--- src/rtl/vending_controller.sv ---
// Vending-machine control FSM: accumulates coin credit, vends at a fixed price,
// and pays change back as a train of 100-unit pulses. All outputs are registered.
module vending_controller #(
  parameter int PRICE           = 700,
  parameter int MAX_CREDIT      = 2000,
  parameter int DISPENSE_CYCLES = 4,
  parameter int CHANGE_GAP      = 4
) (
  input  logic        clk,
  input  logic        rst_n,
  input  logic        coin_100,
  input  logic        coin_500,
  input  logic        sel,
  input  logic        cancel,
  output logic [11:0] credit,
  output logic        dispense,
  output logic        change_out,
  output logic        coin_reject,
  output logic        deny,
  output logic        busy
);

  typedef enum logic [1:0] {ACCEPT, VEND, REFUND} state_t;

  // One down-counter serves both the dispense length and the change-pulse gap.
  localparam int CNT_MAX = (DISPENSE_CYCLES > CHANGE_GAP) ? DISPENSE_CYCLES : CHANGE_GAP;
  localparam int CNT_W   = (CNT_MAX > 1) ? $clog2(CNT_MAX) : 1;

  localparam logic [CNT_W-1:0] DISP_LOAD = CNT_W'(DISPENSE_CYCLES - 1);
  localparam logic [CNT_W-1:0] GAP_LOAD  = CNT_W'(CHANGE_GAP - 1);
  localparam logic [12:0]      PRICE_W   = 13'(PRICE);
  localparam logic [12:0]      MAX_W     = 13'(MAX_CREDIT);
  localparam logic [12:0]      STEP_W    = 13'd100;

  state_t           state, state_d;
  logic [CNT_W-1:0] cnt, cnt_d;
  logic [12:0]      credit_w, credit_nxt, coin_sum, coin_total;
  logic             coin_any;
  logic             dispense_d, change_d, reject_d, deny_d;

  // Thirteen bits so credit + 500 can never wrap before the ceiling compare.
  assign credit_w   = {1'b0, credit};
  assign coin_any   = coin_100 | coin_500;
  assign coin_sum   = (coin_100 ? 13'd100 : 13'd0) + (coin_500 ? 13'd500 : 13'd0);
  assign coin_total = credit_w + coin_sum;

  always_comb begin
    // NOTE: every signal driven here gets a default first so no path infers a latch.
    state_d    = state;
    cnt_d      = cnt;
    credit_nxt = credit_w;
    dispense_d = 1'b0;
    change_d   = 1'b0;
    reject_d   = 1'b0;
    deny_d     = 1'b0;

    unique case (state)
      ACCEPT: begin
        if (cancel) begin
          reject_d = coin_any;
          if (credit_w != 13'd0) begin
            state_d    = REFUND;
            change_d   = 1'b1;
            credit_nxt = credit_w - STEP_W;
            cnt_d      = GAP_LOAD;
          end
        end else if (sel) begin
          reject_d = coin_any;
          if (credit_w >= PRICE_W) begin
            state_d    = VEND;
            credit_nxt = credit_w - PRICE_W;
            dispense_d = 1'b1;
            cnt_d      = DISP_LOAD;
          end else begin
            deny_d = 1'b1;
          end
        end else if (coin_any) begin
          if (coin_total <= MAX_W) credit_nxt = coin_total;
          else                     reject_d   = 1'b1;
        end
      end

      VEND: begin
        reject_d = coin_any;
        if (cnt == '0) begin
          // Leaving VEND with leftover credit pays the first change pulse at once.
          if (credit_w != 13'd0) begin
            state_d    = REFUND;
            change_d   = 1'b1;
            credit_nxt = credit_w - STEP_W;
            cnt_d      = GAP_LOAD;
          end else begin
            state_d = ACCEPT;
          end
        end else begin
          cnt_d      = cnt - 1'b1;
          dispense_d = 1'b1;
        end
      end

      REFUND: begin
        reject_d = coin_any;
        if (credit_w == 13'd0) begin
          state_d = ACCEPT;
        end else if (cnt == '0) begin
          change_d   = 1'b1;
          credit_nxt = credit_w - STEP_W;
          cnt_d      = GAP_LOAD;
        end else begin
          cnt_d = cnt - 1'b1;
        end
      end

      default: state_d = ACCEPT;
    endcase
  end

  // NOTE: sequential state uses non-blocking assignments so all registers update together.
  always_ff @(posedge clk or negedge rst_n) begin
    if (!rst_n) begin
      state       <= ACCEPT;
      cnt         <= '0;
      credit      <= '0;
      dispense    <= 1'b0;
      change_out  <= 1'b0;
      coin_reject <= 1'b0;
      deny        <= 1'b0;
      busy        <= 1'b0;
    end else begin
      state       <= state_d;
      cnt         <= cnt_d;
      credit      <= credit_nxt[11:0];
      dispense    <= dispense_d;
      change_out  <= change_d;
      coin_reject <= reject_d;
      deny        <= deny_d;
      busy        <= (state_d != ACCEPT);
    end
  end

endmodule

--- config.mk ---
export PLATFORM = sky130hd
export DESIGN_NAME = vending_controller
export DESIGN_NICKNAME = d
export VERILOG_FILES = /design/src/rtl/vending_controller.sv
export SDC_FILE = /design/constraint.sdc
export NUM_CORES = 1
export LEC_CHECK = 0
export CORE_MARGIN = 5
export CORE_UTILIZATION = 57
export DETAILED_ROUTE_END_ITERATION = 7
export PLACE_DENSITY = 0.8
export SYNTH_ARGS = -nofsm -noshare
export SYNTH_HDL_FRONTEND = slang
export SYNTH_SLANG_ARGS = --single-unit
--- constraint.sdc ---
create_clock -name clk -period 4.8 [get_ports clk]
set_clock_uncertainty 0.1 [all_clocks]
set_input_delay 0.96 -clock clk [delete_from_list [all_inputs] [get_ports clk]]
set_output_delay 0.96 -clock clk [all_outputs]
set_load 0.005 [all_outputs]
; Word-level counts from Yosys, hierarchy flattened
; Index checks and enable logic that the tools add are counted.
[totals]
output_inout_bits = 17
register_bits = 21
word_cells = 83
inputBits = 6
[op_classes]
bitwise = 1
n_addsub = 5
muxes = 48
order_cmp = 2
reduce_logical = 9
eq_ne = 10
[ops]
columns = cell, count
row1 = $mux W12, 9
row2 = $pmux W12 S3, 1
row3 = $mux W2, 14
row4 = $mux W1, 17
row5 = $add A12 B10 Y13, 1
row6 = $le A13 B11 Y1 const B, 1
row7 = $logic_not A13 Y1, 1
row8 = $reduce_bool A13 Y1, 1
row9 = $ge A12 B10 Y1 const B, 1
row10 = $ne A4 B4 Y1 const B, 3
row11 = $pmux W2 S3, 2
row12 = $sub A12 B10 Y12 const B, 1
row13 = $sub A12 B7 Y12 const B, 1
row14 = $add A7 B9 Y10, 1
row15 = $mux W9, 1
row16 = $mux W7, 1
row17 = $reduce_and A7 Y1, 1
row18 = $ne A2 B2 Y1 const B, 3
row19 = $ne A3 B3 Y1 const B, 2
row20 = $logic_not A2 Y1, 2
row21 = $pmux W1 S2, 2
row22 = $reduce_and A4 Y1, 1
row23 = $pmux W1 S3, 1
row24 = $reduce_bool A3 Y1, 1
row25 = 6 further kinds, 6

; Longest topological paths before layout
[logic_depth]
depth_word = 9
mapped_depth = 13

; Least setup slack after synthesis
; No wires, ideal clock.
[synth_timing]
kind = input port to flip-flop
from = in coin_100
to = reg credit[8]
setup_ns = 0.125
stages = 10
n_path_buf = 1
path_slack_ns = 0.945
required_time_ns = 4.575
arrival_time_ns = 3.630
path_cell_list = fa_1 -> ha_1 -> a311o_1 -> o211a_1 -> or3_1 -> a2111oi_2 -> o31a_2 -> buf_6 -> nor2_4 -> mux2_4
[synth_between]
elab_chain_cells = 8
word_cells_on_any_way = 13
[synth_rtl]
columns = element, line_no
row1 = "start, declared", 11  ; input logic coin_100,
row2 = "parallel branches: the longest is 8 deep, another holds $add A12 B10 Y13", -
row3 = "end signal, assigned", 132  ; credit <= credit_nxt[11:0];
row4 = "end, declared", 15  ; output logic [11:0] credit,
; Parallel ways; which one is timed is not known. The select of a mux whose other input is x is not followed.
; A chain may end at the register's enable or synchronous reset.

; Worst setup path after layout
[layout_timing]
from = in coin_500
to = reg credit[2]
[layout_between]
elab_chain_cells = 8
word_cells_on_any_way = 13
[layout_rtl]
columns = element, line_no
row1 = "start, declared", 12  ; input logic coin_500,
row2 = "parallel branches: the longest is 8 deep, another holds $add A12 B10 Y13", -
; Parallel ways; which one is timed is not known. The select of a mux whose other input is x is not followed.

==> out/results.txt <==
The detail route stage leaves a number of antenna-violating nets equal to 0. The post-route fraction of the period consumed by the critical path works out to 93.1%. The mean number of vias per cell is 6.57. STA classifies the critical path startpoint as an input port. Net switching is 49.6% of the power. Total clock buffers created by CTS: 3. The tools report the post-CTS resize count as 0. Initial antenna violation count: 0. The area growth from synthesis to layout is 12.6%.

Summing every instance area after synthesis gives 0.00213 mm^2. The tools report the critical path capture point type as a register. In this run, post-CTS hold repair placed 0 buffers.

The flop and latch count out of synthesis came out at 21. In this run the horizontal extent of the chip is 71.1 um. The highest fanout seen on the critical path is 11. Number of instances in the synthesized netlist: 251. The most used flip-flop cell after synthesis is dfrtp_1.

Sequential cells were found to cover 24.7% of the synthesized design area. The die area is 0.00506 mm^2, and the final number of max-transition violations is 0. Setup violations remaining at the end of the flow were counted as 0. The maximum resistive drop on vdd is 0.000378 V, and the share of flip-flops with an asynchronous set or reset after synthesis is 100%. In this run the count of I/O pins placed on the die edge is 23.

The endpoint required time on the critical path came out at 4850 ps. After synthesis, the cell types taking the most area are dfrtp_1 (25%), ha_1 (12%), nand2_1 (3.9%). The via count of the first global-routing pass was 1953; the area of the core was 0.00363 mm^2. The type of the worst setup path was input port to register. In this run, synthesis inferred 0 flip-flops with an integrated enable. The CTS sink count came out at 21. The first global-routing pass estimated 9360 um of wire. The number of hold-slack violations in the final timing report is 0. Across the run, the number of max-cap violations was 0.

The most used routing layer in global routing was met2. Per report_power, the sequential group accounts for 23.1% of the total. The run gives 1010 ps as the setup slack on the worst flop-to-flop path.

The logs give 2.56% for the global routing met3 resource utilization and 22 for the maximum number of pins on one net before global-route repair. In the final design database the tool counted 295 nets. Count of buffers inserted at the top-level ports: 22. In the routed design, unresolved DRC markers number 0.

In this run, distinct cell masters in the synthesized netlist total 62. The level count of the clock H-tree was 1; the worst setup margin was 331 ps. After floorplanning, the core was divided into 22 placement rows.

The routed layout has 2057 vias. The met2 usage was 39.3%; the worst-case setup slack after placement was 55.7 ps. The worst min-delay path class was register to register.

The half-perimeter wire length after placement was 4360 um; the share of cells above drive strength 1 was 6.79%. Area share of the leading cell type in the synthesized netlist: 24.7%. Counting along the longest clock path gives a buffer depth of 2.

Excluding fillers, the count of instances in the completed layout stands at 313. The run gives 0 as the antenna cell count. The analysis attributes to net switching a power of 0.843 mW. The first detailed-routing pass ran for 4 iterations.

Setup repair after global routing left no endpoint under its margin. Clock-pin slew was measured on the worst setup and hold paths at 80 ps. For this block, the routed nets add up to 5740 um of wire. By count the netlist is led by nand2_1 (22), dfrtp_1 (21), ha_1 (20), nor2_1 (15). The number of violations reported at the end of detailed-routing iteration 0 was 173; the starting utilization of the core area was 58.6%.

The achievable clock frequency was 0.224 GHz. For the worst setup path, the data arrival time is 4520 ps. The logs give 31.8% for the worst-case headroom to the max-slew limit and 0.945 for the weighted congestion reported at the end of routability-driven placement. The fraction of power consumed by the clock network is 6.9%. Post-CTS timing repair inserted 0 buffers for setup. The global-route track usage on met1 is 29.6%, and the die extent in y is 71.1 um. TritonCTS built the clock tree. The final routed wire length divided by cell count came out at 18.3 um. Internal power comes to 0.857 mW.

dfrtp_1 takes more of the synthesized area than any other cell. The leakage power total was 1.06 nW; the clock period minus final worst setup slack was 4470 ps. After global routing the overflow that remains totals 0. The aggregate negative setup slack is 0 ps, and the part of the power in combinational logic is 70.0%. Most frequent cell after synthesis: nand2_1. The later pin in the worst-skew pair is clocked with a latency of 260 ps. The count of placed standard cells including taps was 309. The mean area per synthesized cell came out at 8.48 um^2.

For this run, the total global-route usage over all layers was measured as 22.7%. The root buffer cell chosen for the clock tree is clkbuf_8. Synthesis produced a netlist with a net count of 280. The flow ran to the end, and the final reports show no timing, DRC or antenna violations.

Yosys printed 0 warnings. Power spread over the standard cell area amounts to 709 mW/mm^2. The measured slew at the worst slew-check pin was 1020 ps.
-- layout by cell type, fill, tap and decap left out, drive strengths merged, types with 6 or more instances in the layout --
cell and instances:
nand2b 6, nor3 7, a21oi 12, nor2 16
o21ai 13, clkdlybuf4s50 22, inv 13, o31ai 6
nand2 22, a31oi 6, ha 20, dfrtp 21
-- power groups by stage --
stage	clock network [mW]	registers [mW]	logic, mW
CTS	0.118	0.388	1.18
detailed placement	0	0.391	1.18
global placement	0	0.383	1.15
global route	0.127	0.408	1.30
finish	0.117	0.393	1.19
floorplan	0	0.321	0.901
-- logic make-up (layout without fill, tap and decap cells) --
group           count (synthesis)  after routing  share of synthesized area (%)
mux                             2              2                           1.23
simple gates                   86             86                           20.9
buf+inv                        26             40                           5.41
xor+xnor                        8              8                           3.29
compound gates                 85             85                           29.9
fa+ha+maj                      23             23                           14.6
flops                          21             21                           24.7
-- cell type report --
| cell class | instances | area, um^2 |
|---|---|---|
| Multi-Input combinational cell | 204 | 1490 |
| Fill cell | 341 | 1240 |
| Sequential cell | 21 | 526 |
| Timing Repair Buffer | 23 | 228 |
| Tap cell | 48 | 60.1 |
| Inverter | 13 | 48.8 |
| Clock buffer | 3 | 41.3 |
| Clock inverter | 1 | 5.00 |
-- flip-flops by register name, summed over array words and instances, names as in the netlist --
signal and flops:
busy 1, change_out 1, cnt 2, coin_reject 1, credit 12, deny 1
dispense 1, state 2
-- path summary, 6_finish.rpt --
check,start,endpoint,cells past startpoint
max,coin_500,credit[2]$_DFFE_PN0P_,10
min,credit[1]$_DFFE_PN0P_,credit[1]$_DFFE_PN0P_,1
max reg2reg,credit[6]$_DFFE_PN0P_,credit[2]$_DFFE_PN0P_,9
min reg2reg,credit[1]$_DFFE_PN0P_,credit[1]$_DFFE_PN0P_,1
max in group asynchronous,rst_n,deny$_DFF_PN0_,1
min in group asynchronous,rst_n,dispense$_DFF_PN0_,1
-- through the flow --
stage	instance area (um^2)	util [%]	power (mW)	hold slack, ps
6_report	2400	66.0	1.70	507
5_1_grt	2400	66.0	1.84	533
4_1_cts	2400	66.0	1.69	504
3_5_place_dp	2350	64.7	1.57	481
3_3_place_gp	2350	64.7	1.53	497
2_1_floorplan	2130	-	1.22	443
-- worst max-delay path, cell delays in order --
cell             delay, ps
clkdlybuf4s50_1        630
fa_1                   480
ha_1                   390
and3_1                 240
a221oi_2               360
xor2_1                 280
a2111oi_2               90
o31a_2                 450
or2_4                  310
o32a_1                 340
-- metal layers --
metal,share of wire [%],wire [um]
met1,42,2430
met2,50,2880
met3,6.1,352
met4,1.2,70
met5,0,0
No activity file was read; power rests on OpenSTA's default activity.
